`src/rtl/layer_sequencer.sv`:
```
// layer_sequencer: drives one dense layer through a single time-multiplexed
// MAC neuron. Issues neuron_go for each neuron index in turn, waits for
// neuron_done, requantizes the accumulator and stores it in the matching
// slot of the flattened layer_out vector.
// Optional build macro: LAYER_SEQ_RELU_EN fuses a ReLU into the requantizer.
module layer_sequencer #(
   parameter int NUM_NEURONS = 32,
   parameter int WIDTH_ACC   = 32,
   parameter int WIDTH_OUT   = 8,
   parameter int SHIFT       = 7
) (
   input  logic                               clk,
   input  logic                               reset,
   input  logic                               layer_go,
   output logic                               layer_busy,
   output logic                               layer_done,
   output logic                               neuron_go,
   input  logic                               neuron_done,
   input  logic [WIDTH_ACC-1:0]               neuron_result,
   output logic [$clog2(NUM_NEURONS)-1:0]     neuron_sel,
   output logic [NUM_NEURONS*WIDTH_OUT-1:0]   layer_out
);

   localparam int SEL_W = $clog2(NUM_NEURONS);
   localparam logic [SEL_W-1:0] LAST_SEL = SEL_W'(NUM_NEURONS - 1);
   localparam logic signed [WIDTH_ACC-1:0] OUT_MAX = WIDTH_ACC'((1 << (WIDTH_OUT - 1)) - 1);
   localparam logic signed [WIDTH_ACC-1:0] OUT_MIN = ~OUT_MAX;

   typedef enum logic [1:0] {
      IDLE  = 2'd0,
      ISSUE = 2'd1,
      WAIT  = 2'd2,
      DONE  = 2'd3
   } state_t;

   state_t state, state_next;

   // Shift then clamp at full accumulator width so large values never alias.
   function automatic logic [WIDTH_OUT-1:0] requant(input logic signed [WIDTH_ACC-1:0] acc);
      logic signed [WIDTH_ACC-1:0] s;
      logic [WIDTH_OUT-1:0]        r;
      s = acc >>> SHIFT;
`ifdef LAYER_SEQ_RELU_EN
      if (s[WIDTH_ACC-1])
         r = '0;
      else if (s > OUT_MAX)
         r = OUT_MAX[WIDTH_OUT-1:0];
      else
         r = s[WIDTH_OUT-1:0];
`else
      if (s > OUT_MAX)
         r = OUT_MAX[WIDTH_OUT-1:0];
      else if (s < OUT_MIN)
         r = OUT_MIN[WIDTH_OUT-1:0];
      else
         r = s[WIDTH_OUT-1:0];
`endif
      return r;
   endfunction

   logic signed [WIDTH_ACC-1:0] acc_p0;
   logic [WIDTH_OUT-1:0]        slot_p0;
   logic                        last_p0;

   assign acc_p0  = neuron_result;
   assign slot_p0 = requant(acc_p0);
   assign last_p0 = (neuron_sel == LAST_SEL);

   // State register.
   always_ff @(posedge clk) begin
      if (reset)
         state <= IDLE;
      else
         state <= state_next;
   end

   // Next-state logic for the go/done handshake.
   always_comb begin
      state_next = state;
      case (state)
         IDLE:    if (layer_go) state_next = ISSUE;
         ISSUE:   state_next = WAIT;
         WAIT:    if (neuron_done) state_next = last_p0 ? DONE : ISSUE;
         DONE:    state_next = IDLE;
         default: state_next = IDLE;
      endcase
   end

   // Registered Moore outputs, decoded from the state being entered.
   always_ff @(posedge clk) begin
      if (reset) begin
         neuron_go  <= 1'b0;
         layer_busy <= 1'b0;
         layer_done <= 1'b0;
      end else begin
         neuron_go  <= (state_next == ISSUE);
         layer_busy <= (state_next != IDLE);
         layer_done <= (state_next == DONE);
      end
   end

   // Neuron index and result slots; index only advances on WAIT->ISSUE.
   always_ff @(posedge clk) begin
      if (reset) begin
         neuron_sel <= '0;
         layer_out  <= '0;
      end else begin
         case (state)
            IDLE: begin
               if (layer_go) begin
                  neuron_sel <= '0;
                  layer_out  <= '0;
               end
            end
            WAIT: begin
               if (neuron_done) begin
                  for (int k = 0; k < NUM_NEURONS; k++) begin
                     if (neuron_sel == SEL_W'(k))
                        layer_out[k*WIDTH_OUT +: WIDTH_OUT] <= slot_p0;
                  end
                  if (!last_p0)
                     neuron_sel <= neuron_sel + SEL_W'(1);
               end
            end
            default: ;
         endcase
      end
   end

endmodule

```
`config.mk`:
```
export PLATFORM = sky130hd
export DESIGN_NAME = layer_sequencer
export DESIGN_NICKNAME = d
export VERILOG_FILES = /design/src/rtl/layer_sequencer.sv
export SDC_FILE = /design/constraint.sdc
export NUM_CORES = 1
export LEC_CHECK = 0
export BUFFER_PORTS_ARGS = -buffer_cell sky130_fd_sc_hd__buf_4
export CAP_MARGIN = 20
export CORE_ASPECT_RATIO = 0.8
export CORE_UTILIZATION = 56
export CTS_BUF_LIST = sky130_fd_sc_hd__clkbuf_16
export CTS_CLUSTER_DIAMETER = 200
export DETAILED_ROUTE_END_ITERATION = 16
export GPL_TIMING_DRIVEN = 0
export PLACE_DENSITY = 0.85
export SLEW_MARGIN = 5
export SYNTH_ARGS = -nofsm -noshare
export SYNTH_HDL_FRONTEND = slang
export SYNTH_SLANG_ARGS = --single-unit
export TNS_END_PERCENT = 100
```
`constraint.sdc`:
```
create_clock -name clk -period 5.2 [get_ports clk]
set_input_delay 0 -clock clk [delete_from_list [all_inputs] [get_ports clk]]
set_output_delay 0 -clock clk [all_outputs]
set_load 0.01 [all_outputs]
```
==> impl_metrics.ini <==
[outcome]
status = completed

[routing]
totalWireLength_mm = 32.45
drc = 0
dr.pass1.iters = 5
viasPerCell = 5.866
ant_nets = 0
routedWlPerCell_um = 20.28
dr_total_vias = 9386
drtIter0Drc = 642

[synthesis]
syn_avg_cell_area_um2 = 9.961
yosysMostFrequentCell = dfxtp_1
yosysTopAreaCell = dfxtp_1
synth_edf_count = 0
syn_inst = 1029
netlist_area_um2 = 10250
ys_seq_area_share_pct = 51.95
synthArstFlopShare_pct = 0
synthTopCellsByArea = dfxtp_1, nand2b_1, o22ai_1
yosysWarnings = 0
yosys.cell_types.count = 39
syn_nets = 1071
synth_top_area_share_pct = 51.95
synth-seq-cells = 266
ys.flop_type = dfxtp_1
synth_common_cells = dfxtp_1, nand2b_1, o22ai_1

[sta]
final.period_utilization_pct = 49.74
hold_viol = 0
skew_ps = 6.631
rsz0062_at_grt = false
timing.fmax_ghz = 0.3866
maxSlewHeadroom_pct = 37.70
fin_crit_ps = 2587
finalSetupTns_ps = 0
setup_violations = 0
tightestPinTransition_ps = 934.5
slew_violations = 0

[clock_tree]
cts-htree-levels = 1
clockBufferDepth = 3
cts.root.buffer_cell = clkbuf_16
ctsResizeCount = 0
worstSkewPairLatency_ps = 520
cts-buffers-inserted = 25
cts_tree = done
clock-sinks = 266
clkTransAtPathRegs_ps = 70

[floorplanning]
fp-row-count = 43
chipHeight_um = 123.0
core_um2 = 17650
initial_utilization_pct = 58.08
fp.dieW_um = 153.3
io_pins = 300
dieArea_um2 = 18850

[layout]
nNetsFinal = 1399
final_cells = 1600
fillCellCount = 1230
ff_latch_area_um2 = 5325
drive_gt1_share_pct = 28.73
area_growth_pct = 33.84
multiInputGateArea_um2 = 4464
diodes = 0

[flow_run]
cap_violations = 0

[critical_path]
critPathRequiredTime_ps = 5580
endpoint_kind = flop
cpMaxStageDelayCell = clkbuf_1
crit_type = flop to flop
cpPeakStageDelay_ps = 410
worstPathArrival_ps = 2970
cp_max_fo = 10
crit_chain = clkbuf_1, clkbuf_1, and3_1, ha_1, nand3_1, a21o_1, buf_1, mux2i_1, nor2_1
crit_path_frequent_cell = clkbuf_1
critPathLaunchType = flop

[global_route]
antenna_found_initial = 0
grt_overflow = 0
grt_usage_pct = 33.22
grt_start_max_net_pins = 16
grt_pass1_vias = 8664
grt_pass1_wl_mm = 48.89

[min_path]
hold_path.class = primary input to flop

[power_and_ir_drop]
p_per_area_nw_per_um2 = 331.4
peakVddDrop_mv = 0.2277
p_total_w = 0.004546
leakage_nw = 5.445

[place]
gp_congestion = 0.9147
hpwl_mm = 22.53
dp_cells = 1545
port_buffers = 291
layout by cell type (no fill, tap or decap), types with 3 or more instances in the layout:
cell / netlist / final
a21o_1: 3 / 3
a221oi_1: 4 / 4
a211oi_1: 4 / 4
nor2_1: 51 / 51
buf_6: 22 / 22
dfxtp_1: 266 / 266
nor2b_1: 9 / 9
ha_1: 6 / 6
nor3_1: 3 / 3
o31ai_1: 4 / 4
nand3b_1: 6 / 6
bufinv_16: 0 / 7
buf_4: 0 / 291
nand3_1: 16 / 16
and2_1: 3 / 3
inv_1: 4 / 8
clkbuf_16: 0 / 25
o21ai_4: 7 / 7
mux2i_1: 31 / 31
nand2b_1: 243 / 243
o22ai_1: 210 / 210
o2bb2ai_1: 7 / 7
a21oi_2: 28 / 28
clkinvlp_4: 0 / 4
nand2_1: 25 / 25
buf_2: 5 / 5
a21oi_1: 8 / 8
clkbuf_1: 44 / 44
dlygate4sd3_1: 0 / 10
nand4_1: 4 / 4
clkinv_1: 0 / 3
path summary, 6_finish.rpt:
| path | startpoint | end | slack [ps] | cells after the start |
|---|---|---|---|---|
| max | neuron_sel[3] | layer_out[127] | 2610 | 9 |
| min | neuron_result[31] | layer_out[250] | 60 | 5 |
| max reg2reg | neuron_sel[3] | layer_out[127] | 2610 | 9 |
| min reg2reg | layer_out[252] | layer_out[252] | 470 | 1 |
worst max-delay path, delay by kind of cell (launching register included):
kind | cells | cell delay [ps]
adders and majority gates | 1 | 200
muxes | 1 | 210
AOI/OAI and AO/OA | 1 | 240
and+or+nand+nor | 3 | 420
buffers and inverters | 3 | 1020
DFF | 1 | 360
metrics by stage:
step	cell area, um2	util, %	hold WS [ps]	worst slack [ps]
after floorplan	10250	-	152.0	3066
after global placement	12720	72.06	281.1	2780
after detailed placement	12720	72.06	295.7	2712
after CTS	13720	77.74	53.44	2672
after global routing	13720	77.74	76.97	2467
final	13720	77.74	58.78	2613
metal layers:
layer,GRT usage [%],up-vias,routed length (um)
met5,0,-,0
li1,-,4321,-
met2,53.54,477,14640
met3,6.905,63,2891
met4,9.975,0,913
met1,45.16,4525,14000
power by group:
group | switching (W) | total (W) | internal (W) | leakage, nW
registers | 0.0000180 | 0.00208 | 0.00206 | 2.15
logic | 0.000282 | 0.000443 | 0.000161 | 2.86
clock network | 0.000798 | 0.00202 | 0.00122 | 0.441
what timing repair did:
| item | 4_1_cts | 5_1_grt |
|---|---|---|
| endpoints found under the hold margin | 38 | 0 |
| hold buffers | 10 | 0 |
| buffers inserted | 0 | 0 |
cell type report:
type | count | share of cell area (%)
plain buffers | 73 | 3.247
clock buffers | 25 | 4.560
clock inverters | 20 | 2.016
inverters | 4 | 0.1094
multi-input cells | 686 | 32.54
flip-flops and latches | 266 | 38.82
well taps | 225 | 2.052
repair buffers | 301 | 16.65
cell families (layout without fill, tap and decap cells):
kind of cell | after synthesis | in the layout | synth area share [%]
compound gates | 280 | 280 | 19.01
xor+xnor | 2 | 2 | 0.1709
fa+ha+maj | 6 | 6 | 0.7324
buf+inv | 77 | 423 | 4.492
flops | 266 | 266 | 51.95
mux | 31 | 31 | 3.027
simple gates | 367 | 367 | 20.62
flip-flops by register name (all words and copies together), names as in the netlist:
name / count
state: 2
layer_out: 256
neuron_go: 1
neuron_sel: 5
layer_busy: 1
layer_done: 1
Note: power is estimated with default switching activity, not from simulation.
